[config.mk]
export PLATFORM = sky130hd
export DESIGN_NAME = seq_alu_unit
export DESIGN_NICKNAME = d
export VERILOG_FILES = /design/src/rtl/alu_pkg.sv /design/src/rtl/alu_core_comb.sv /design/src/rtl/seq_alu_unit.sv
export SDC_FILE = /design/constraint.sdc
export NUM_CORES = 1
export LEC_CHECK = 0
export BUFFER_PORTS_ARGS = -buffer_cell sky130_fd_sc_hd__clkbuf_2
export CAP_MARGIN = 20
export CORE_ASPECT_RATIO = 0.7
export CORE_UTILIZATION = 41
export DETAILED_ROUTE_END_ITERATION = 8
export GPL_TIMING_DRIVEN = 1
export PLACE_DENSITY_LB_ADDON = 0.12
export SLEW_MARGIN = 15
export SYNTH_ARGS = -nofsm -noshare
export SYNTH_HDL_FRONTEND = slang
export SYNTH_HIERARCHICAL = 1
export SYNTH_SLANG_ARGS = --single-unit
[constraint.sdc]
create_clock -name clk -period 4.3 [get_ports clk]
set_clock_uncertainty 0.05 [all_clocks]
set_input_delay 0.43 -clock clk [delete_from_list [all_inputs] [get_ports clk]]
set_output_delay 0.43 -clock clk [all_outputs]
set_load 0.02 [all_outputs]
[src/rtl/alu_pkg.sv]
// Shared ALU control codes and sequencer state encoding.
package alu_pkg;

  localparam logic [3:0] ALU_PASSB = 4'b0000;
  localparam logic [3:0] ALU_ADD   = 4'b0001;
  localparam logic [3:0] ALU_SUB   = 4'b0010;
  localparam logic [3:0] ALU_AND   = 4'b0011;
  localparam logic [3:0] ALU_OR    = 4'b0100;
  localparam logic [3:0] ALU_SLL   = 4'b0101;
  localparam logic [3:0] ALU_SRL   = 4'b0110;
  localparam logic [3:0] ALU_SLT   = 4'b0111;
  localparam logic [3:0] ALU_XOR   = 4'b1101;
  localparam logic [3:0] ALU_NOR   = 4'b1110;
  localparam logic [3:0] ALU_SRA   = 4'b1111;

  typedef enum logic [1:0] {
    IDLE  = 2'd0,
    EXEC  = 2'd1,
    SHIFT = 2'd2
  } state_t;

  // True for the ops handled by the iterative shifter.
  function automatic logic is_shift(input logic [3:0] op);
    return (op == ALU_SLL) || (op == ALU_SRL) || (op == ALU_SRA);
  endfunction

endpackage

[src/rtl/alu_core_comb.sv]
// Single-cycle datapath: add/sub/logic/slt/pass-B with flags and illegal decode.
module alu_core_comb
  import alu_pkg::*;
#(
  parameter int unsigned WIDTH = 32
) (
  input  logic [3:0]       op,
  input  logic [WIDTH-1:0] a,
  input  logic [WIDTH-1:0] b,
  output logic [WIDTH-1:0] result_c,
  output logic             carry_c,
  output logic             overflow_c,
  output logic             illegal_c
);

  logic [WIDTH:0]   sum_c;
  logic [WIDTH-1:0] diff_c;
  logic             slt_c;

  assign sum_c  = {1'b0, a} + {1'b0, b};
  assign diff_c = a - b;
  assign slt_c  = $signed(a) < $signed(b);

  // Op select; shift codes yield zero here since the sequencer owns them.
  always_comb begin
    result_c   = '0;
    carry_c    = 1'b0;
    overflow_c = 1'b0;
    illegal_c  = 1'b0;
    case (op)
      ALU_ADD: begin
        result_c   = sum_c[WIDTH-1:0];
        carry_c    = sum_c[WIDTH];
        overflow_c = (a[WIDTH-1] == b[WIDTH-1]) && (sum_c[WIDTH-1] != a[WIDTH-1]);
      end
      ALU_SUB: begin
        result_c   = diff_c;
        carry_c    = a < b;
        overflow_c = (a[WIDTH-1] != b[WIDTH-1]) && (diff_c[WIDTH-1] != a[WIDTH-1]);
      end
      ALU_AND:   result_c = a & b;
      ALU_OR:    result_c = a | b;
      ALU_XOR:   result_c = a ^ b;
      ALU_NOR:   result_c = ~(a | b);
      ALU_SLT:   result_c = {{(WIDTH-1){1'b0}}, slt_c};
      ALU_PASSB: result_c = b;
      ALU_SLL, ALU_SRL, ALU_SRA: result_c = '0;
      default:   illegal_c = 1'b1;
    endcase
  end

endmodule

[src/rtl/seq_alu_unit.sv]
// Multi-cycle execution unit: start/done sequencer plus 1-bit-per-cycle shifter.
module seq_alu_unit
  import alu_pkg::*;
#(
  parameter int unsigned WIDTH = 32
) (
  input  logic             clk,
  input  logic             rst_n,
  input  logic             start,
  input  logic [3:0]       control,
  input  logic [WIDTH-1:0] a,
  input  logic [WIDTH-1:0] b,
  output logic             busy,
  output logic             done,
  output logic [WIDTH-1:0] result,
  output logic             zero,
  output logic             carry,
  output logic             overflow,
  output logic             illegal
);

  localparam int unsigned SHW = $clog2(WIDTH);

  state_t           state;
  logic [3:0]       op_q;
  logic [WIDTH-1:0] a_q;
  logic [WIDTH-1:0] b_q;
  logic [SHW-1:0]   cnt;

  logic [SHW-1:0]   amt_c;
  logic [WIDTH-1:0] core_result_c;
  logic             core_carry_c;
  logic             core_overflow_c;
  logic             core_illegal_c;
  logic [WIDTH-1:0] exec_result_c;

  assign amt_c = b[SHW-1:0];

  alu_core_comb #(.WIDTH(WIDTH)) u_core (
    .op         (op_q),
    .a          (a_q),
    .b          (b_q),
    .result_c   (core_result_c),
    .carry_c    (core_carry_c),
    .overflow_c (core_overflow_c),
    .illegal_c  (core_illegal_c)
  );

  // A shift by zero passes operand A through the EXEC path.
  assign exec_result_c = is_shift(op_q) ? a_q : core_result_c;

  // One-bit shift step; sra replicates the sign bit.
  function automatic logic [WIDTH-1:0] shift_one(input logic [3:0] op, input logic [WIDTH-1:0] x);
    case (op)
      ALU_SLL: return {x[WIDTH-2:0], 1'b0};
      ALU_SRA: return {x[WIDTH-1], x[WIDTH-1:1]};
      default: return {1'b0, x[WIDTH-1:1]};
    endcase
  endfunction

  // Sequencer: accept, single-cycle exec or iterative shift, then registered done.
  always_ff @(posedge clk) begin
    if (!rst_n) begin
      state    <= IDLE;
      op_q     <= '0;
      a_q      <= '0;
      b_q      <= '0;
      cnt      <= '0;
      busy     <= 1'b0;
      done     <= 1'b0;
      result   <= '0;
      zero     <= 1'b0;
      carry    <= 1'b0;
      overflow <= 1'b0;
      illegal  <= 1'b0;
    end else begin
      done <= 1'b0;
      case (state)
        IDLE: begin
          if (start) begin
            op_q <= control;
            b_q  <= b;
            busy <= 1'b1;
            if (is_shift(control) && (amt_c != '0)) begin
              a_q   <= shift_one(control, a);
              cnt   <= amt_c - SHW'(1);
              state <= SHIFT;
            end else begin
              a_q   <= a;
              state <= EXEC;
            end
          end
        end
        EXEC: begin
          result   <= exec_result_c;
          zero     <= (exec_result_c == '0);
          carry    <= core_carry_c;
          overflow <= core_overflow_c;
          illegal  <= core_illegal_c;
          done     <= 1'b1;
          busy     <= 1'b0;
          state    <= IDLE;
        end
        SHIFT: begin
          if (cnt == '0) begin
            result   <= a_q;
            zero     <= (a_q == '0);
            carry    <= 1'b0;
            overflow <= 1'b0;
            illegal  <= 1'b0;
            done     <= 1'b1;
            busy     <= 1'b0;
            state    <= IDLE;
          end else begin
            a_q <= shift_one(op_q, a_q);
            cnt <= cnt - SHW'(1);
          end
        end
        default: begin
          busy  <= 1'b0;
          state <= IDLE;
        end
      endcase
    end
  end

endmodule
# --- Word level (Yosys, flattened, before mapping) ---
# Index checks and enable logic that the tools add are counted.
# W data, S select, Z words.
totals:
  register_bits: 113
  input_bits: 71
classes:
  n_addsub: 4
  magnitude_cmp: 2
  eq_ne: 24
  n_mux: 31
  bitwise_logic: 4
  reduce_logical: 22
ops:
  columns: ["cell", "n"]
  rows:
  - ["$pmux W32 S2", 4]
  - ["$pmux W32 S8", 1]
  - ["$mux W32", 5]
  - ["$logic_not A32 Y1", 2]
  - ["$lt A32 B32 Y1", 2]
  - ["$add A32 B32 Y33", 1]
  - ["$and A32 B32 Y32", 1]
  - ["$not A32 Y32", 1]
  - ["$or A32 B32 Y32", 1]
  - ["$sub A32 B32 Y32", 1]
  - ["$xor A32 B32 Y32", 1]
  - ["$eq A4 B3 Y1 const B", 6]
  - ["$eq A4 B4 Y1 const B", 4]
  - ["$pmux W1 S2", 8]
  - ["$mux W5", 3]
  - ["$reduce_or A11 Y1", 1]
  - ["$ne A2 B2 Y1 const B", 5]
  - ["$pmux W5 S2", 1]
  - ["$sub A5 B1 Y5 const B", 2]
  - ["$eq A4 B2 Y1 const B", 2]
  - ["$reduce_and A4 Y1", 2]
  - ["$mux W2", 3]
  - ["$reduce_and A2 Y1", 3]
  - ["$logic_not A5 Y1", 1]
  - ["14 further kinds", 26]

# --- Logic depth before layout (Yosys ltp) ---
logic_depth:
  ltp_word: 7
  ltp_mapped: 18
  mapped_depth_nobuf: 18

# --- Cells and area by module ---
# Netlist, hierarchy kept.
modules_own_cells:
  columns: ["module", "instances", "cells_per_inst", "area_per_inst_um2"]
  rows:
  - ["seq_alu_unit", 1, 773, 6307.3]
  - ["alu_core_comb", 1, 806, 5351.4]

# --- Worst setup path after synthesis ---
# OpenSTA, ideal clock, no wires.
synth_path:
  path_kind: "reg2reg"
  startpoint: "register a_q[0]"
  endpoint: "register zero"
  setup_time_ns: 0.101
  arrival_time_ns: 3.924
  required_time_ns: 4.149
  path_slack_ns: 0.225
  stages_incl_launch_ff: 18
  n_path_buf: 0
  path_cell_list: "dfxtp_1 -> ha_1 -> fa_1 -> a21o_1 -> and4_1 -> o2111ai_1 -> o21bai_2 -> a311oi_2 -> nor2_1 -> a41oi_2 -> o21ai_0 -> and4_1 -> or3_1 -> nor4_1 -> nand4_1 -> o21ai_0 -> o2111ai_1 -> o41ai_1"
synth_between:
  elab_cells_between_ends: 13
  classes_between: "add/sub: 2; order compare: 1; mux: 4; bitwise: 4; reduce/logical: 2"
synth_rtl:
  columns: ["item", "line_no", "text"]
  rows:
  - ["start, declared", "seq_alu_unit.sv:26", "logic [WIDTH-1:0] a_q;"]
  - ["start signal, assigned", "seq_alu_unit.sv:85", "a_q <= shift_one(control, a);"]
  - ["start signal, assigned", "seq_alu_unit.sv:115", "a_q <= shift_one(op_q, a_q);"]
  - ["$sub A32 B32 Y32 or $add A32 B32 Y33 (tied branches)", "alu_core_comb.sv:21, alu_core_comb.sv:20", null]
  - ["$pmux W32 S8 *", "alu_core_comb.sv:30", "case (op)"]
  - ["via core_result_c[30]", "seq_alu_unit.sv:31", "logic [WIDTH-1:0] core_result_c;"]
  - ["$mux W32 *", "seq_alu_unit.sv:50", "assign exec_result_c = is_shift(op_q) ? a_q : core_result_c;"]
  - ["$logic_not A32 Y1 *", "seq_alu_unit.sv:96", "zero <= (exec_result_c == '0);"]
  - ["$pmux W1 S2 *", "seq_alu_unit.sv:78", "case (state)"]
  - ["end signal, assigned", "seq_alu_unit.sv:96", null]
  - ["end signal, assigned", "seq_alu_unit.sv:107", "zero <= (a_q == '0);"]
  - ["end, declared", "seq_alu_unit.sv:16", "output logic zero,"]
# Mark *: on every way through the listed nets, which the timed path passes. The rest lies on a longest branch. The select of a mux whose other input is x is not followed.
# A chain may end at the register's enable or synchronous reset.

# --- Worst setup path after layout ---
layout_path:
  startpoint: "register a_q[1]"
  endpoint: "register zero"
# Same word-level chain as after synthesis.

==> flow_summary_export.csv <==
group,metric,value,unit
setup_path,arrival,4.50,ns
worst_hold_path,hold_path_class,"in -> reg",
sta,period_minus_slack,4.20,ns
setup_path,critPathBufInv,3,
setup_path,critPathKind,"reg -> reg",
cts,cts_hold_repair.buffers,0,
yosys,synth_mux_area_share,5.89,%
yosys,synth.lib_cells_used.distinct,93,
layout,utilization,51.8,%
cts,clock_root_buffer,"clkbuf_16",
run,cap_violations,0,
detailed_routing,drc_violation_count_after_routing,0,
power,swShare,40.2,%
yosys,synth.yosys.warnings,6,
die,die-height,143,µm
yosys,postSynthNetCount,1760,
sta,hold_violations,0,
sta,transition_at_the_pin_with_the_smallest_max_transition_slack,1.15,ns
global_routing,grt_overflow,0,
power,comb_power_share,44.8,%
outcome,run_status,"finished clean",
detailed_routing,drtAntennaViolNets,0,
cts,tritoncts_clock_tree,"built",
setup_path,critical_path.cell_chain,"inv_1, ha_1, a211oi_2, o21bai_1, o41ai_1, buf_4, o31ai_4, a31o_2, buf_4, a21o_1, a31o_2, a211oi_2, a21boi_1, nor4_4, nand4_1, o21ai_1, o2111ai_1, o41ai_2",
die,die-area,29100,µm²
placement,post-dp-hpwl,35700,µm
layout,seq_area,2270,µm²
power,peakVddDrop,0.000271,V
yosys,post_synth_top_cells,"195 x nand2_1, 173 x a21oi_1, 113 x dfxtp_1",
power,report.power.total,4.98,mW
yosys,yosys_register_bits,113,
detailed_routing,detail_route.iter0.violations,1471,
sta,post-route-period-util,97.7,%
power,p_clk_share,30.5,%
placement,number_of_port_buffers,108,
yosys,synth_most_common_cell,"nand2_1",
setup_path,critPathTopFamily,"compound AO/OA/AOI/OAI gates",
yosys,synth.avg_cell_area,7.38,µm²
cts,cts_buffer_depth,2,
power,cellInternalPower,2.98,mW
die,area_of_the_core_region,27900,µm²
yosys,synth_fa_ha_area_share,11.9,%
yosys,synthCells,1579,
cts,tritoncts.num_buffers,17,
yosys,yosys-top-cells-area,"dfxtp_1 19%, ha_1 12%, a21oi_1 7.4%, nand2_1 6.3%, mux2i_1 5.4%",
sta,finalSetupTns,0,ns
placement,dpl_cell_area,13400,µm²
die,std_cell_rows,51,
detailed_routing,routed_wl,48600,µm
sta,finalSetupViolCount,0,
sta,setup_repair_after_global_routing_missed_its_margin,"true",
placement,place.gp.congestion,0.993,
yosys,synthSimpleGateAreaFrac,20.0,%
global_routing,grt_pass1_wl,73400,µm
yosys,synth-compound-area-share,34.4,%
global_routing,antenna_violations_before_repair,0,
sta,fmaxAchievable,238,MHz
global_routing,global_route_usage_over_all_layers,33.2,%
cts,worstSkewPairLatency,0.45,ns
setup_path,critical_path_peak_fanout,4,
setup_path,critPathRequiredTime,4.60,ns
power,total_switching_power,2.00,mW
layout,drive_gt1_share,25.7,%
power,power.density,345,nW/µm²
yosys,synth_enable_flop_cells,0,
yosys,synthDominantAreaCellType,"dfxtp_1",
layout,layout.filler_cells,2791,
die,initial_cell_density_of_the_core,41.8,%
setup_path,timing.critical_path.from_type,"flip-flop",
detailed_routing,route.vias.total,13384,
global_routing,via_count_of_the_first_global_routing_pass,12051,
yosys,synth_top_cell_area_share,19.4,%
sta,worst_hold_slack,0.144,ns
global_routing,grt_max_degree,85,
cts,cts.htree.levels,4,
layout,insertedDiodeCount,0,
layout,finish.instance_area,14400,µm²
yosys,largest_family_of_logic_cells_by_synthesized_area,"compound AO/OA/AOI/OAI gates",
yosys,post_synth_xor_area_fraction,0.225,%
detailed_routing,route.detailed.vias_per_inst,6.27,
layout,area.growth.synth_to_final,23.9,%
yosys,yosys_most_used_dff,"dfxtp_1",
die,chipWidth,204,µm
die,num_io_pins,109,
yosys,synth_seq_area_share,19.4,%
yosys,mapped_area,11700,µm²
setup_path,worst_path_largest_cell_delay,0.37,ns
cts,path_clk_slew,0.06,ns
sta,relSlewSlack,23.4,%
detailed_routing,drt_pre_antenna_iters,8,
detailed_routing,detail_route.wl_per_cell,22.8,µm
layout,multi_input_area,8870,µm²
power,leakage,5.69,nW
cts,cts_num_sinks,113,
setup_path,cpMaxStageDelayCell,"dfxtp_2",
yosys,synth_async_sr_flop_share,0,%
layout,fin_nets,1931,
power,seqPwrFrac,24.7,%
setup_path,cp-end-kind,"flip-flop",
sta,final-max-slew-violation-count,0,
cell type report:
| class | count | share of cell area, % |
|---|---|---|
| Tap cell | 371 | 3.21 |
| Sequential cell | 113 | 15.8 |
| Multi-Input combinational cell | 1236 | 61.4 |
| Clock inverter | 10 | 0.927 |
| Inverter | 107 | 2.80 |
| Clock buffer | 21 | 3.26 |
| Timing Repair Buffer | 275 | 12.6 |
kinds of logic (layout without fill, tap and decap cells):
family	Yosys count	in the layout
flops	113	113
buf+inv	230	413
mux	68	68
compound gates	568	568
simple gates	487	487
fa+ha+maj	110	110
xor+xnor	3	3
sequential cells by signal, summed over array words and instances, names as in the netlist:
register	count
state	2
busy	1
zero	1
result	32
a_q	32
illegal	1
overflow	1
b_q	32
op_q	4
done	1
cnt	5
carry	1
stage by stage:
step | std cells | setup WS [ns]
2_1_floorplan | 1579 | 0.225
3_3_place_gp | 2091 | -0.0999
3_5_place_dp | 2092 | -0.196
4_1_cts | 2124 | 0.00611
5_1_grt | 2133 | -0.0762
6_report | 2133 | 0.100
final timing paths:
check                                        startpoint                 endpoint  slack [ns]  depth (start not counted)
worst min register to register  result[11]$_SDFFE_PN0P_  result[11]$_SDFFE_PN0P_        0.41                          2
worst max-delay path                a_q[1]$_SDFFE_PN0P_        zero$_SDFFE_PN0P_        0.10                         18
worst min-delay path                              b[17]     b_q[17]$_SDFFE_PN0P_        0.14                          3
worst max register to register      a_q[1]$_SDFFE_PN0P_        zero$_SDFFE_PN0P_        0.10                         18
routing by layer:
metal | part of all wire [%] | track usage, % | vias up
met2 | 42 | 48.6 | 627
li1 | - | - | 6234
met1 | 47 | 48.1 | 6438
met5 | 0 | 0 | -
met3 | 8.2 | 5.27 | 85
met4 | 3.4 | 12.5 | 0
tightest hold or removal path, stage by stage:
cell and delay (ns):
clkbuf_2 0.08, nand2_1 0.04, a21oi_1 0.05
cells in the final DEF, fill, tap and decap left out, types with 18 or more instances in the layout:
cell type / count
nor3_1: 18
nand3_1: 21
buf_4: 162
ha_1: 96
inv_1: 102
a21oi_1: 172
clkbuf_2: 108
a21o_1: 21
dfxtp_1: 103
nor2_1: 104
a21oi_2: 30
o311ai_1: 30
o21ai_0: 51
mux2i_1: 63
nand2_1: 195
a221oi_1: 24
a311oi_1: 18
nand4_1: 38
repair_timing:
item | 4_1_cts | 5_1_grt
setup buffers | 1 | 9
resized for setup | 9 | 80
pin swaps | 4 | 41
endpoints found under the setup margin | 1 | 2
power groups by stage:
stage	sequential, mW	clock (mW)	combinational (mW)
after detailed placement	1.25	0	2.01
after floorplan	1.29	0	1.18
final	1.23	1.52	2.23
after global placement	1.25	0	2.00
after global routing	1.24	1.58	2.40
after CTS	1.23	1.54	2.04
Note: power is estimated with default switching activity, not from simulation.
